<file path="config.mk">
export PLATFORM = sky130hd
export DESIGN_NAME = acumulador_rizado
export DESIGN_NICKNAME = d
export VERILOG_FILES = /design/src/rtl/acumulador_rizado.sv
export SDC_FILE = /design/constraint.sdc
export NUM_CORES = 1
export LEC_CHECK = 0
export ABC_AREA = 1
export BUFFER_PORTS_ARGS = -buffer_cell sky130_fd_sc_hd__buf_4
export CAP_MARGIN = 20
export CORE_MARGIN = 2
export CORE_UTILIZATION = 59
export CTS_BUF_LIST = sky130_fd_sc_hd__clkbuf_16
export CTS_CLUSTER_SIZE = 25
export DETAILED_ROUTE_END_ITERATION = 6
export GPL_TIMING_DRIVEN = 0
export PLACE_DENSITY = 0.84
export SLEW_MARGIN = 40
export SYNTH_ARGS = -nofsm -noshare
export SYNTH_HDL_FRONTEND = slang
export SYNTH_SLANG_ARGS = --single-unit
</file>
<file path="constraint.sdc">
create_clock -name clk -period 7.28 [get_ports clk]
set_input_delay 0 -clock clk [delete_from_list [all_inputs] [get_ports clk]]
set_output_delay 0 -clock clk [all_outputs]
set_load 0.005 [all_outputs]
</file>
<file path="src/rtl/acumulador_rizado.sv">
// Ripple-carry accumulator: one 8-bit ripple adder fed from operand registers, sampled after a settle window.
// Latency: result valid WAIT_CYC edges after acceptance, then held until downstream takes it.
// Backpressure: in_ready low outside IDLE (and while clear is high); out_valid holds until out_ready.

// Plain 8-bit ripple-carry adder built from a chain of full-adder cells.
// PwrC is a tag for power-count flows. It rides along with the instance and
// never changes the cell count, the chain length or the function.
module SUM_RIZADO #(
    parameter int PwrC = 0
) (
    input  logic [7:0] i_a,
    input  logic [7:0] i_b,
    input  logic       i_cin,
    output logic [7:0] o_sum,
    output logic       o_cout
);

    // The tag folds into the width expression as zero, so it stays referenced
    // without affecting the arithmetic.
    localparam int W = 8 + (PwrC * 0);

    logic [W:0] w_c;

    assign w_c[0] = i_cin;

    // One full-adder cell per bit; each carry feeds the next cell.
    for (genvar gi = 0; gi < W; gi++) begin : g_fa
        assign o_sum[gi]  = i_a[gi] ^ i_b[gi] ^ w_c[gi];
        assign w_c[gi+1]  = (i_a[gi] & i_b[gi]) | (w_c[gi] & (i_a[gi] ^ i_b[gi]));
    end

    assign o_cout = w_c[W];

endmodule

module acumulador_rizado #(
    parameter int PwrC     = 0,
    parameter int WAIT_CYC = 2
) (
    input  logic       clk,
    input  logic       reset_L,
    input  logic       in_valid,
    output logic       in_ready,
    input  logic [7:0] op_a,
    input  logic [7:0] op_b,
    input  logic       cin,
    input  logic       acc_mode,
    input  logic       clear,
    output logic       out_valid,
    input  logic       out_ready,
    output logic [7:0] result,
    output logic       carry_out,
    output logic [3:0] ovf_cnt
);

    // Settle counter preload: with WAIT_CYC=N the adder output is sampled on
    // the N-th edge after acceptance (N-1 decrements, then one sampling edge).
    localparam logic [3:0] CNT_INIT = 4'(WAIT_CYC - 1);

    typedef enum logic [1:0] {
        IDLE   = 2'd0,
        SETTLE = 2'd1,
        HOLD   = 2'd2
    } state_t;

    state_t     r_state;
    state_t     w_state_nxt;

    // Operand registers: the only sources of the adder, so its inputs stay
    // static for the whole settle window.
    logic [7:0] opa_q;
    logic [7:0] opb_q;
    logic       cin_q;
    logic [7:0] acc_q;
    logic [3:0] r_cnt;

    logic       r_out_valid;
    logic [7:0] r_result;
    logic       r_carry_out;
    logic [3:0] r_ovf_cnt;

    logic       w_accept;
    logic       w_settle_done;
    logic       w_hold_done;
    logic       w_clear_idle;
    logic       w_in_ready;
    logic [7:0] w_sum;
    logic       w_cout;

    SUM_RIZADO #(
        .PwrC (PwrC)
    ) u_sum (
        .i_a    (opa_q),
        .i_b    (opb_q),
        .i_cin  (cin_q),
        .o_sum  (w_sum),
        .o_cout (w_cout)
    );

    // in_ready is gated by reset_L so it reads 0 while reset is held, and
    // becomes 1 as soon as reset releases (clear permitting).
    assign w_in_ready   = reset_L && (r_state == IDLE) && !clear;
    assign w_clear_idle = (r_state == IDLE) && clear;

    // State register.
    always_ff @(posedge clk or negedge reset_L) begin
        if (!reset_L) begin
            r_state <= IDLE;
        end else begin
            r_state <= w_state_nxt;
        end
    end

    // Next-state and per-cycle event decode.
    always_comb begin
        w_state_nxt   = r_state;
        w_accept      = 1'b0;
        w_settle_done = 1'b0;
        w_hold_done   = 1'b0;
        case (r_state)
            IDLE: begin
                // clear drops in_ready, so it wins over a simultaneous offer.
                if (in_valid && w_in_ready) begin
                    w_accept    = 1'b1;
                    w_state_nxt = SETTLE;
                end
            end
            SETTLE: begin
                if (r_cnt == 4'd0) begin
                    w_settle_done = 1'b1;
                    w_state_nxt   = HOLD;
                end
            end
            HOLD: begin
                if (out_ready) begin
                    w_hold_done = 1'b1;
                    w_state_nxt = IDLE;
                end
            end
            default: begin
                w_state_nxt = IDLE;
            end
        endcase
    end

    // Capture operands on acceptance only; acc_mode substitutes the accumulator for op_a.
    always_ff @(posedge clk or negedge reset_L) begin
        if (!reset_L) begin
            opa_q <= 8'd0;
            opb_q <= 8'd0;
            cin_q <= 1'b0;
        end else if (w_accept) begin
            opa_q <= acc_mode ? acc_q : op_a;
            opb_q <= op_b;
            cin_q <= cin;
        end
    end

    // Settle countdown: preloaded at acceptance, decremented while settling.
    always_ff @(posedge clk or negedge reset_L) begin
        if (!reset_L) begin
            r_cnt <= 4'd0;
        end else if (w_accept) begin
            r_cnt <= CNT_INIT;
        end else if ((r_state == SETTLE) && (r_cnt != 4'd0)) begin
            r_cnt <= r_cnt - 4'd1;
        end
    end

    // Output register: sample the settled adder, hold it until the handshake completes.
    always_ff @(posedge clk or negedge reset_L) begin
        if (!reset_L) begin
            r_result    <= 8'd0;
            r_carry_out <= 1'b0;
            r_out_valid <= 1'b0;
        end else if (w_settle_done) begin
            r_result    <= w_sum;
            r_carry_out <= w_cout;
            r_out_valid <= 1'b1;
        end else if (w_hold_done) begin
            r_out_valid <= 1'b0;
        end
    end

    // Accumulator and saturating overflow count; clear only takes effect in IDLE.
    always_ff @(posedge clk or negedge reset_L) begin
        if (!reset_L) begin
            acc_q     <= 8'd0;
            r_ovf_cnt <= 4'd0;
        end else if (w_clear_idle) begin
            acc_q     <= 8'd0;
            r_ovf_cnt <= 4'd0;
        end else if (w_settle_done) begin
            acc_q <= w_sum;
            if (w_cout && (r_ovf_cnt != 4'd15)) begin
                r_ovf_cnt <= r_ovf_cnt + 4'd1;
            end
        end
    end

    assign in_ready  = w_in_ready;
    assign out_valid = r_out_valid;
    assign result    = r_result;
    assign carry_out = r_carry_out;
    assign ovf_cnt   = r_ovf_cnt;

endmodule
</file>
==> run summary <==
The flow ran to the end, and the final reports show no timing, DRC or antenna violations. The number of placed I/O pins came out at 38. The wire length of the first global-routing pass came out at 8.18 mm. The library cell used most frequently in the layout, excluding fill and tap cells, is sky130_fd_sc_hd__nand2_1. The critical path is of the flop to flop type. The slew of the pin with the lowest slew margin is 0.569 ns. The buffers plus inverters on the worst setup path is 2. In the layout the commonest cells are sky130_fd_sc_hd__nand2_1 (76), sky130_fd_sc_hd__dfrtp_1 (45), sky130_fd_sc_hd__buf_4 (37), sky130_fd_sc_hd__inv_1 (28), sky130_fd_sc_hd__o21ai_0 (19). After synthesis the cells add up to 0.00214 mm². The worst clock skew came out at 0.00516 ns. The final-stage net count came out at 325. The largest single stage delay on the critical path is 0.43 ns.

Setup repair after global routing left no endpoint under its margin. The routed wire length is 4.69 mm. The number of iterations in the first detailed-routing pass is 4.

The CTS clock-pin slew for the worst setup and hold paths is 0.06 ns. The total of max-cap violations came out at 0. The clock buffer count from CTS is 5. The final design utilization is 0.796. The cell that appears most often on the critical path is sky130_fd_sc_hd__fa_1. Hold timing on the final database bottoms out at a slack of 0.00759 ns. The aggregate global-route resource usage is 0.264. The met2 routing resource usage after global routing came out at 0.426. The largest individual stage delay along the critical path comes from the cell sky130_fd_sc_hd__fa_1. Summed over all layers, the global routing overflow is 0. No sink is reached through more buffers than the 2 on the longest clock path. The kind of cell with the highest combined delay along the critical path is adder cells. The pre-CTS setup slack is 3.61 ns. After synthesis the netlist holds a flip-flop and latch count of 45.

The die outline width came out at 64.2 µm. The number of gates resized after CTS was 0. The highest fanout seen on the critical path came out at 4. The residual antenna-violating net count after detailed routing is 0. met2 is the most crowded layer. The number of vias in the routed layout came out at 1,792. The number of warnings issued by yosys came out at 0.

The number of pins with negative max-slew slack in the final report is 0. For met1 alone, demand over resource in global routing was 0.349. The maximum number of pins on one net before global-route repair came out at 48. TritonCTS built the clock tree.

The synthesized area divided by synthesized cell count is 9.01 µm². The number of antenna violations at the first check in global routing came to 0. The final RePlAce weighted congestion came out at 0.818. The placed wire-length estimate after detailed placement came out at 3.21 mm. For the worst setup path, the data required time is 7.45 ns. The synthesized netlist net count is 270. The ratio of final minimum period to clock period is 0.509. The worst min-delay path category is primary input to flop.

In this run the clock root is driven by a sky130_fd_sc_hd__clkbuf_16. The number of antenna diodes in the final layout is 0. IR analysis of the VDD net gives a maximum drop of 0.258 mV. The area enclosed by the die boundary came out at 0.00412 mm². For this design the static power due to leakage is 1.46 nW. The routed wirelength normalized by instance count is 13.9 µm. From bottom edge to top edge, the die measures 64.2 µm. The port buffer count is 37. The total count of hold-check failures in the final report came out at 0.

STA classifies the critical path startpoint as a flop. The synthesized netlist contains 25 unique library cells. The detailed router's first-iteration violation count is 117. Synthesis produced a netlist whose cell count is 237. The number of H-tree branching levels came out at 2. Of the cells placed in the final design, the portion with a size suffix greater than 1 is 0.192.

The worst pin sits at a relative slew slack of 0.621. The core region is 0.00342 mm². The setup-violating endpoint count in the final report is 0. The total power density per cell area is 381 mW/mm². Walking the worst path, the cells encountered are inv_1 -> fa_1 -> fa_1 -> fa_1 -> fa_1 -> fa_1 -> inv_1 -> fa_1 -> fa_1 -> fa_1 -> nand2_1 -> nand2_1 -> nand2_1 -> nand2_1 -> nand2_1. The time the final worst path needs with I/O delays and setup came out at 3.70 ns. In the routed layout, each cell is associated on average with a via count of 5.30. The via count of the first global-routing pass came to 1,800.

The data arrival time of the worst path came out at 3.87 ns. The sink count of the clock tree is 45. The floorplan row count is 21.

The starting utilization of the core area is 0.625. STA classifies the critical path endpoint as a flop. The number of DRC violations after detailed routing came out at 0. The met3 track demand over resource came out at 0.0599. The upper clock frequency limit is 0.270 GHz. The layout overhead on the synthesized area came out at 27.2%. The insertion delay of the later-clocked pin in the worst-skew pair is 0.28 ns.

Of the synthesized area, sequential elements account for 0.527. Summed over all failing endpoints, the final setup total negative slack is 0 ns. The post-layout worst setup margin is 3.58 ns.
## report_power, final
group / leakage (nW) / switching, W / internal (W) / total [W]
Sequential: 0.570 / 0.0000646 / 0.000354 / 0.000418
Clock: 0.0633 / 0.0000907 / 0.000124 / 0.000215
Combinational: 0.822 / 0.000230 / 0.000173 / 0.000403
## tightest hold or removal path, cell delays in order
cell and delay (ns):
sky130_fd_sc_hd__buf_4 0.11, sky130_fd_sc_hd__nand3_1 0.08, sky130_fd_sc_hd__nand2_1 0.07
## layout make-up
class,count,area (µm²)
well taps,46,57.6
clock inverters,2,11.3
fillers,239,698
multi-input cells,156,862
plain buffers,6,35.0
inverters,30,113
repair buffers,48,388
flip-flops and latches,45,1130
clock buffers,5,125
## registers in the layout, summed over array words and instances (netlist names)
name	flops
acc_q	8
opa_q	8
opb_q	8
result	8
ovf_cnt	4
r_cnt	4
r_state	2
carry_out	1
cin_q	1
out_valid	1
## stage by stage
| step | power [W] | std cells | cell area, µm² |
|---|---|---|---|
| 6_report | 0.00104 | 338 | 2720 |
| 3_3_place_gp | 0.000788 | 320 | 2470 |
| 3_5_place_dp | 0.000818 | 320 | 2470 |
| 2_1_floorplan | 0.000671 | 237 | 2140 |
| 5_1_grt | 0.00113 | 338 | 2720 |
| 4_1_cts | 0.00104 | 338 | 2720 |
## cell families after synthesis
kind of cell | after synthesis | share of synthesized area
adders and majority gates | 10 | 0.0867
buffers and inverters | 36 | 0.0691
AOI/OAI and AO/OA | 29 | 0.0709
and+or+nand+nor | 114 | 0.232
DFF | 45 | 0.527
muxes | 3 | 0.0141
## final timing paths
path                            from    endpoint  slack (ns)  depth (start not counted)
max                         opa_q[0]  ovf_cnt[1]        3.58                         15
min                         in_valid    opb_q[6]       0.008                          3
max reg2reg                 opa_q[0]  ovf_cnt[1]        3.58                         15
min reg2reg                result[7]   result[7]        0.48                          2
max in group asynchronous    reset_L    opb_q[2]        6.64                          2
min in group asynchronous    reset_L       cin_q        0.26                          2
## per-layer routing
layer | vias up | wire, µm
met3 | 11 | 264
met5 | - | 0
met2 | 63 | 2310
li1 | 849 | -
met4 | 0 | 99
met1 | 869 | 2010
## cell usage after synthesis
cell type	count	area, µm²
sky130_fd_sc_hd__nor2_1	10	37.5
sky130_fd_sc_hd__or2_1	1	6.26
sky130_fd_sc_hd__a21oi_1	7	35.0
sky130_fd_sc_hd__dfrtp_1	45	1130
sky130_fd_sc_hd__o31ai_1	1	7.51
sky130_fd_sc_hd__o21bai_1	1	7.51
sky130_fd_sc_hd__nand4_2	1	12.5
sky130_fd_sc_hd__o22ai_1	1	6.26
sky130_fd_sc_hd__fa_1	8	160
sky130_fd_sc_hd__buf_2	4	20.0
sky130_fd_sc_hd__or2_0	2	12.5
sky130_fd_sc_hd__ha_1	2	25.0
sky130_fd_sc_hd__nand3_1	14	70.1
sky130_fd_sc_hd__o21ai_0	19	95.1
sky130_fd_sc_hd__clkbuf_1	1	3.75
sky130_fd_sc_hd__nand4_1	5	31.3
sky130_fd_sc_hd__or2_2	2	12.5
sky130_fd_sc_hd__inv_1	28	105
sky130_fd_sc_hd__nand2_1	76	285
sky130_fd_sc_hd__nand3_2	1	10.0
sky130_fd_sc_hd__mux2i_1	3	30.0
sky130_fd_sc_hd__nor2_2	1	6.26
sky130_fd_sc_hd__nor2_4	1	11.3
sky130_fd_sc_hd__buf_6	1	11.3
sky130_fd_sc_hd__inv_2	2	7.51
## what timing repair did
item	4_1_cts	5_1_grt
setup buffers	0	0
hold buffers	11	0
hold endpoints to repair	54	0
Power figures use the tool's default switching activity.
